### src/rtl/bcd_pair_converter.sv
// bcd_pair_converter
// Converts two 16-bit binary operands into two 4-digit BCD numbers for the LCD
// display stage. It uses shift-add-3 (double dabble), one bit per clock, and
// handles both operands in parallel. A conversion takes 17 cycles from the
// Start sample to the Done pulse.
//
// Ports:
//   CLOCK_50                 system clock, rising edge
//   RST                      synchronous active-high reset
//   Start                    conversion request, sampled only while idle
//   Num1, Num2               16-bit binary operands
//   Busy                     high while a conversion is in progress
//   Done                     one-cycle pulse when new results are valid
//   ThousandsBin1..OnesBin1  BCD digits of operand 1
//   ThousandsBin2..OnesBin2  BCD digits of operand 2
//   Ovf1, Ovf2               magnitude above 9999; digits saturated to 9999
//   Neg1, Neg2               operand was negative (SIGNED_IN=1 only)
module bcd_pair_converter #(
    parameter bit SIGNED_IN = 1'b0
) (
    input  logic        CLOCK_50,
    input  logic        RST,
    input  logic        Start,
    input  logic [15:0] Num1,
    input  logic [15:0] Num2,
    output logic        Busy,
    output logic        Done,
    output logic [3:0]  ThousandsBin1,
    output logic [3:0]  HundredsBin1,
    output logic [3:0]  TensBin1,
    output logic [3:0]  OnesBin1,
    output logic [3:0]  ThousandsBin2,
    output logic [3:0]  HundredsBin2,
    output logic [3:0]  TensBin2,
    output logic [3:0]  OnesBin2,
    output logic        Ovf1,
    output logic        Ovf2,
    output logic        Neg1,
    output logic        Neg2
);

    localparam int unsigned DATA_W   = 16;
    localparam int unsigned DIGITS   = 5;
    localparam int unsigned BCD_W    = 4 * DIGITS;
    localparam int unsigned CNT_W    = 4;
    localparam int unsigned OUT_W    = 16;
    localparam logic [CNT_W-1:0] CNT_LAST = CNT_W'(DATA_W - 1);
    localparam logic [OUT_W-1:0] SAT_DIGITS = 16'h9999;

    typedef enum logic [1:0] {
        IDLE,
        SHIFT,
        LOAD_OUT
    } state_t;

    state_t              state;
    logic [DATA_W-1:0]   sr1, sr2;
    logic [BCD_W-1:0]    acc1, acc2;
    logic [BCD_W-1:0]    acc1_adj, acc2_adj;
    logic [CNT_W-1:0]    cnt;
    logic                sign1, sign2;
    logic [OUT_W-1:0]    dig1, dig2;

    // Operand sign: only meaningful in two's-complement mode.
    function automatic logic is_neg(input logic [DATA_W-1:0] v);
        return SIGNED_IN & v[DATA_W-1];
    endfunction

    // Magnitude of the operand; -32768 maps to 32768 and saturates later.
    function automatic logic [DATA_W-1:0] magnitude(input logic [DATA_W-1:0] v);
        if (is_neg(v)) begin
            return DATA_W'(~v + DATA_W'(1));
        end
        return v;
    endfunction

    // Add 3 to every digit >= 5 so the following shift carries correctly.
    function automatic logic [BCD_W-1:0] add3(input logic [BCD_W-1:0] acc);
        logic [BCD_W-1:0] r;
        r = acc;
        for (int d = 0; d < int'(DIGITS); d++) begin
            if (acc[4*d +: 4] >= 4'd5) begin
                r[4*d +: 4] = 4'(acc[4*d +: 4] + 4'd3);
            end
        end
        return r;
    endfunction

    assign acc1_adj = add3(acc1);
    assign acc2_adj = add3(acc2);

    // Digit outputs are slices of the result registers.
    assign ThousandsBin1 = dig1[15:12];
    assign HundredsBin1  = dig1[11:8];
    assign TensBin1      = dig1[7:4];
    assign OnesBin1      = dig1[3:0];
    assign ThousandsBin2 = dig2[15:12];
    assign HundredsBin2  = dig2[11:8];
    assign TensBin2      = dig2[7:4];
    assign OnesBin2      = dig2[3:0];

    // Control FSM and datapath.
    always_ff @(posedge CLOCK_50) begin
        if (RST) begin
            state <= IDLE;
            sr1   <= '0;
            sr2   <= '0;
            acc1  <= '0;
            acc2  <= '0;
            cnt   <= '0;
            sign1 <= 1'b0;
            sign2 <= 1'b0;
            dig1  <= '0;
            dig2  <= '0;
            Ovf1  <= 1'b0;
            Ovf2  <= 1'b0;
            Neg1  <= 1'b0;
            Neg2  <= 1'b0;
            Busy  <= 1'b0;
            Done  <= 1'b0;
        end else begin
            Done <= 1'b0;
            case (state)
                IDLE: begin
                    if (Start) begin
                        sr1   <= magnitude(Num1);
                        sr2   <= magnitude(Num2);
                        sign1 <= is_neg(Num1);
                        sign2 <= is_neg(Num2);
                        acc1  <= '0;
                        acc2  <= '0;
                        cnt   <= '0;
                        Busy  <= 1'b1;
                        state <= SHIFT;
                    end
                end

                SHIFT: begin
                    // Adjusted accumulator's top bit is always 0 for 16-bit inputs.
                    acc1  <= BCD_W'({acc1_adj, sr1[DATA_W-1]});
                    acc2  <= BCD_W'({acc2_adj, sr2[DATA_W-1]});
                    sr1   <= {sr1[DATA_W-2:0], 1'b0};
                    sr2   <= {sr2[DATA_W-2:0], 1'b0};
                    cnt   <= CNT_W'(cnt + CNT_W'(1));
                    if (cnt == CNT_LAST) begin
                        state <= LOAD_OUT;
                    end
                end

                LOAD_OUT: begin
                    // A non-zero ten-thousands digit means the value exceeds 9999.
                    if (acc1[BCD_W-1 -: 4] != 4'd0) begin
                        dig1 <= SAT_DIGITS;
                        Ovf1 <= 1'b1;
                    end else begin
                        dig1 <= acc1[OUT_W-1:0];
                        Ovf1 <= 1'b0;
                    end
                    if (acc2[BCD_W-1 -: 4] != 4'd0) begin
                        dig2 <= SAT_DIGITS;
                        Ovf2 <= 1'b1;
                    end else begin
                        dig2 <= acc2[OUT_W-1:0];
                        Ovf2 <= 1'b0;
                    end
                    Neg1  <= sign1;
                    Neg2  <= sign2;
                    Busy  <= 1'b0;
                    Done  <= 1'b1;
                    state <= IDLE;
                end

                default: begin
                    state <= IDLE;
                end
            endcase
        end
    end

endmodule

### config.mk
export PLATFORM = sky130hd
export DESIGN_NAME = bcd_pair_converter
export DESIGN_NICKNAME = d
export VERILOG_FILES = /design/src/rtl/bcd_pair_converter.sv
export SDC_FILE = /design/constraint.sdc
export NUM_CORES = 1
export LEC_CHECK = 0
export CORE_MARGIN = 1
export CORE_UTILIZATION = 29
export DETAILED_ROUTE_END_ITERATION = 10
export DONT_BUFFER_PORTS = 1
export PLACE_DENSITY_LB_ADDON = 0.2
export SLEW_MARGIN = 0
export SYNTH_ARGS = -nofsm -noshare
export SYNTH_HDL_FRONTEND = slang
export SYNTH_SLANG_ARGS = --single-unit
export TNS_END_PERCENT = 20
### constraint.sdc
create_clock -name CLOCK_50 -period 1.75 [get_ports CLOCK_50]
set_input_delay 0 -clock CLOCK_50 [delete_from_list [all_inputs] [get_ports CLOCK_50]]
set_output_delay 0 -clock CLOCK_50 [all_outputs]
set_load 0.1 [all_outputs]
==> flow_summary.yaml <==
run_status:
  status: "finished, violations left"
  violations: "design-rule violations"
clocking:
  cts_tree: "built"
  htree_levels: 4
  clk_latency_ns: 0.42
  cts_max_path_buffers: 2
  clk_pin_slew_worst_paths_ns: 0.05
  clock_sinks: 114
  cts-buffers-inserted: 17
  post_cts_buffers: 0
  root_buffer: "clkbuf_16"
synthesis:
  synthXorXnorAreaFrac_pct: 2.91
  syn_area_sq_um: 5420
  synth.area.top_cells: "dfxtp_1 42%, nor2_1 6.9%, a21oi_1 6.7%, a22o_1 5.3%, ha_1 5.3%"
  syn_inst: 622
  ys_seq_area_share_pct: 42.1
  synth_warnings: 0
  synth-compound-area-share_pct: 21.4
  synth_seq_cells: 114
  yosys.area_share.simple_pct: 19.1
  synthMuxAreaShare_pct: 1.85
  synth_edf_count: 0
  synthArstFlopShare_pct: 0
  synth.largest_area_cell: "dfxtp_1"
  synth_area_per_cell_sq_um: 8.71
  synth_cell_type_count: 44
  synth_top_family_by_area: "compound AO/OA/AOI/OAI gates"
  ys.flop_type: "dfxtp_1"
  yosys.area.top_type_share_pct: 42.1
  synthAdderAreaFrac_pct: 5.31
layout:
  mostFrequentLayoutCells: "114 x dfxtp_1, 100 x nor2_1, 72 x a21oi_1"
  layout.nets: 753
  syn2layout_area_growth_pct: 26.9
  final_common_cell: "dfxtp_1"
  stdcell_count: 937
  drive_above_1_share_pct: 17.4
  fillers: 1840
global_routing:
  grt_pass1_vias: 4598
  antenna_found_initial: 1
  top_usage_layer: "met2"
  grt_use_total_pct: 15.3
  grt_start_max_net_pins: 64
  grtUsageMet2_pct: 24.2
  met3_usage_pct: 4.45
  grt_pass1_wl_microns: 23100
  globalRouteMet1Util_pct: 19.5
  grt_overflow_total: 0
placement:
  dp_hpwl_microns: 8920
  place_congestion: 0.727
  port-buffer-count: 0
  place_ws_ns: 0.0623
  place_inst: 867
sta:
  rsz0062_at_grt: "false"
  setup_tns_ns: 0
  finalHoldViolations: 0
  fmax_mhz: 629
  worst_pin_slew_ns: 0.647
  fin_crit_sh_pct: 90.8
  clock_skew_ns: 0.00616
  slew_viol_final: 0
  final-setup-viol-count: 0
  slew_headroom_pct: 56.8
  fin_crit_ns: 1.59
  finalWorstSetupSlack_ns: 0.160
worst_hold_path:
  hold_class: "input port to flop"
drt:
  detailroute.via_count: 4554
  wl_microns: 14100
  post_drt_wl_per_cell_microns: 15.0
  drc: 12
  viasPerCell: 4.86
  first_iter_violations: 236
  dr.pass1.iters: 7
  postRouteAntennaNets: 0
critical_path:
  start_kind: "flop"
  critPathKind: "flop to flop"
  critPathRequiredTime_ns: 2.03
  cp_max_fo: 13
  worst_setup_path_end_kind: "flop"
  crit_arrival_ns: 1.87
power:
  power.density_nw_per_um2: 993
  ir_drop_mv: 0.772
  p_int_w: 0.00516
  power_w: 0.00683
  p_seq_share_pct: 40.3
  pwr-share-comb_pct: 9.0
  p_sw_w: 0.00167
  p_clk_share_pct: 50.6
  switching_share_pct: 24.4
  power.leakage_nw: 2.77
floorplanning:
  die_h_microns: 139
  fp.dieW_microns: 139
  start_util_pct: 29.9
  ios: 73
  core-area_sq_um: 18100
  dieArea_sq_um: 19200
  rows: 49
flow_run:
  maxCapViolCount: 0
==> synthesized netlist by cell type (all sizes together) (10+ instances only) <==
| cell | n |
|---|---|
| dfxtp | 114 |
| nor2 | 104 |
| nand2 | 47 |
| ha | 23 |
| buf | 32 |
| mux2i | 10 |
| inv | 34 |
| o21ai | 22 |
| o221a | 11 |
| nand2b | 12 |
| nor3 | 29 |
| a22o | 33 |
| nand3 | 13 |
| a21oi | 72 |
| xnor2 | 10 |
==> per-stage QoR <==
stage	utilization (%)	instance area (sq um)	hold slack, ns
floorplan	-	5420	0.109
global placement	32.4	5870	0.0793
detailed placement	32.4	5870	0.0834
CTS	37.7	6850	0.00268
global route	37.9	6870	0.0195
finish	37.9	6870	0.0356
==> state kept, by name, summed over array words and instances (netlist names), 2 cells and up <==
signal and cells:
dig2 16, cnt 4, sr2 16, sr1 16, acc2 20, acc1 20, state 2, dig1 16
==> layout make-up <==
class / count / area (sq um) / share of cell area (%)
Multi-Input combinational cell: 437 / 2760 / 40.1
Sequential cell: 114 / 2280 / 33.2
Timing Repair Buffer: 91 / 828 / 12.1
Clock buffer: 22 / 484 / 7.05
Tap cell: 229 / 287 / 4.17
Inverter: 34 / 128 / 1.86
Clock inverter: 9 / 105 / 1.53
Antenna cell: 1 / 2.50 / 0.0364
==> routing by layer <==
metal,vias to the layer above,routed length [microns]
li1,2293,-
met5,-,0
met3,14,723
met1,2139,6750
met2,108,6440
met4,0,178
==> power groups by stage <==
stage / Sequential (W) / Clock (W) / Combinational [W]
floorplan: 0.00280 / 0 / 0.000425
global placement: 0.00281 / 0 / 0.000483
detailed placement: 0.00281 / 0 / 0.000490
CTS: 0.00275 / 0.00353 / 0.000609
global route: 0.00277 / 0.00365 / 0.000682
finish: 0.00275 / 0.00346 / 0.000615
==> cells by family after synthesis <==
logic type / Yosys count
AO/OA/AOI/OAI: 163
XOR/XNOR: 18
adder cells (fa/ha/maj): 23
buffers and inverters: 73
flip-flops: 114
multiplexers: 10
other: 1
AND/OR/NAND/NOR: 220
==> worst max-delay path: stages, from the launching register on <==
cell,delay (ns)
dfxtp_1,0.33
buf_4,0.20
inv_2,0.17
nand2_2,0.24
o21bai_2,0.42
a21oi_1,0.09
==> worst paths after layout <==
path | end | cells past startpoint | startpoint | slack [ns]
max reg2reg | dig1[9]$_SDFFE_PP0P_ | 5 | state[0]$_SDFFE_PP0P_ | 0.16
max | dig1[9]$_SDFFE_PP0P_ | 5 | state[0]$_SDFFE_PP0P_ | 0.16
min | cnt[3]$_SDFFE_PP0P_ | 4 | Start | 0.04
min reg2reg | sr1[2]$_SDFFE_PP0P_ | 2 | sr1[1]$_SDFFE_PP0P_ | 0.46
==> timing repair <==
item	CTS	global route
hold buffers	36	1
endpoints found under the hold margin	83	32
resized for setup	0	1
endpoints found under the setup margin	0	37
(Power assumes the default switching activity.)
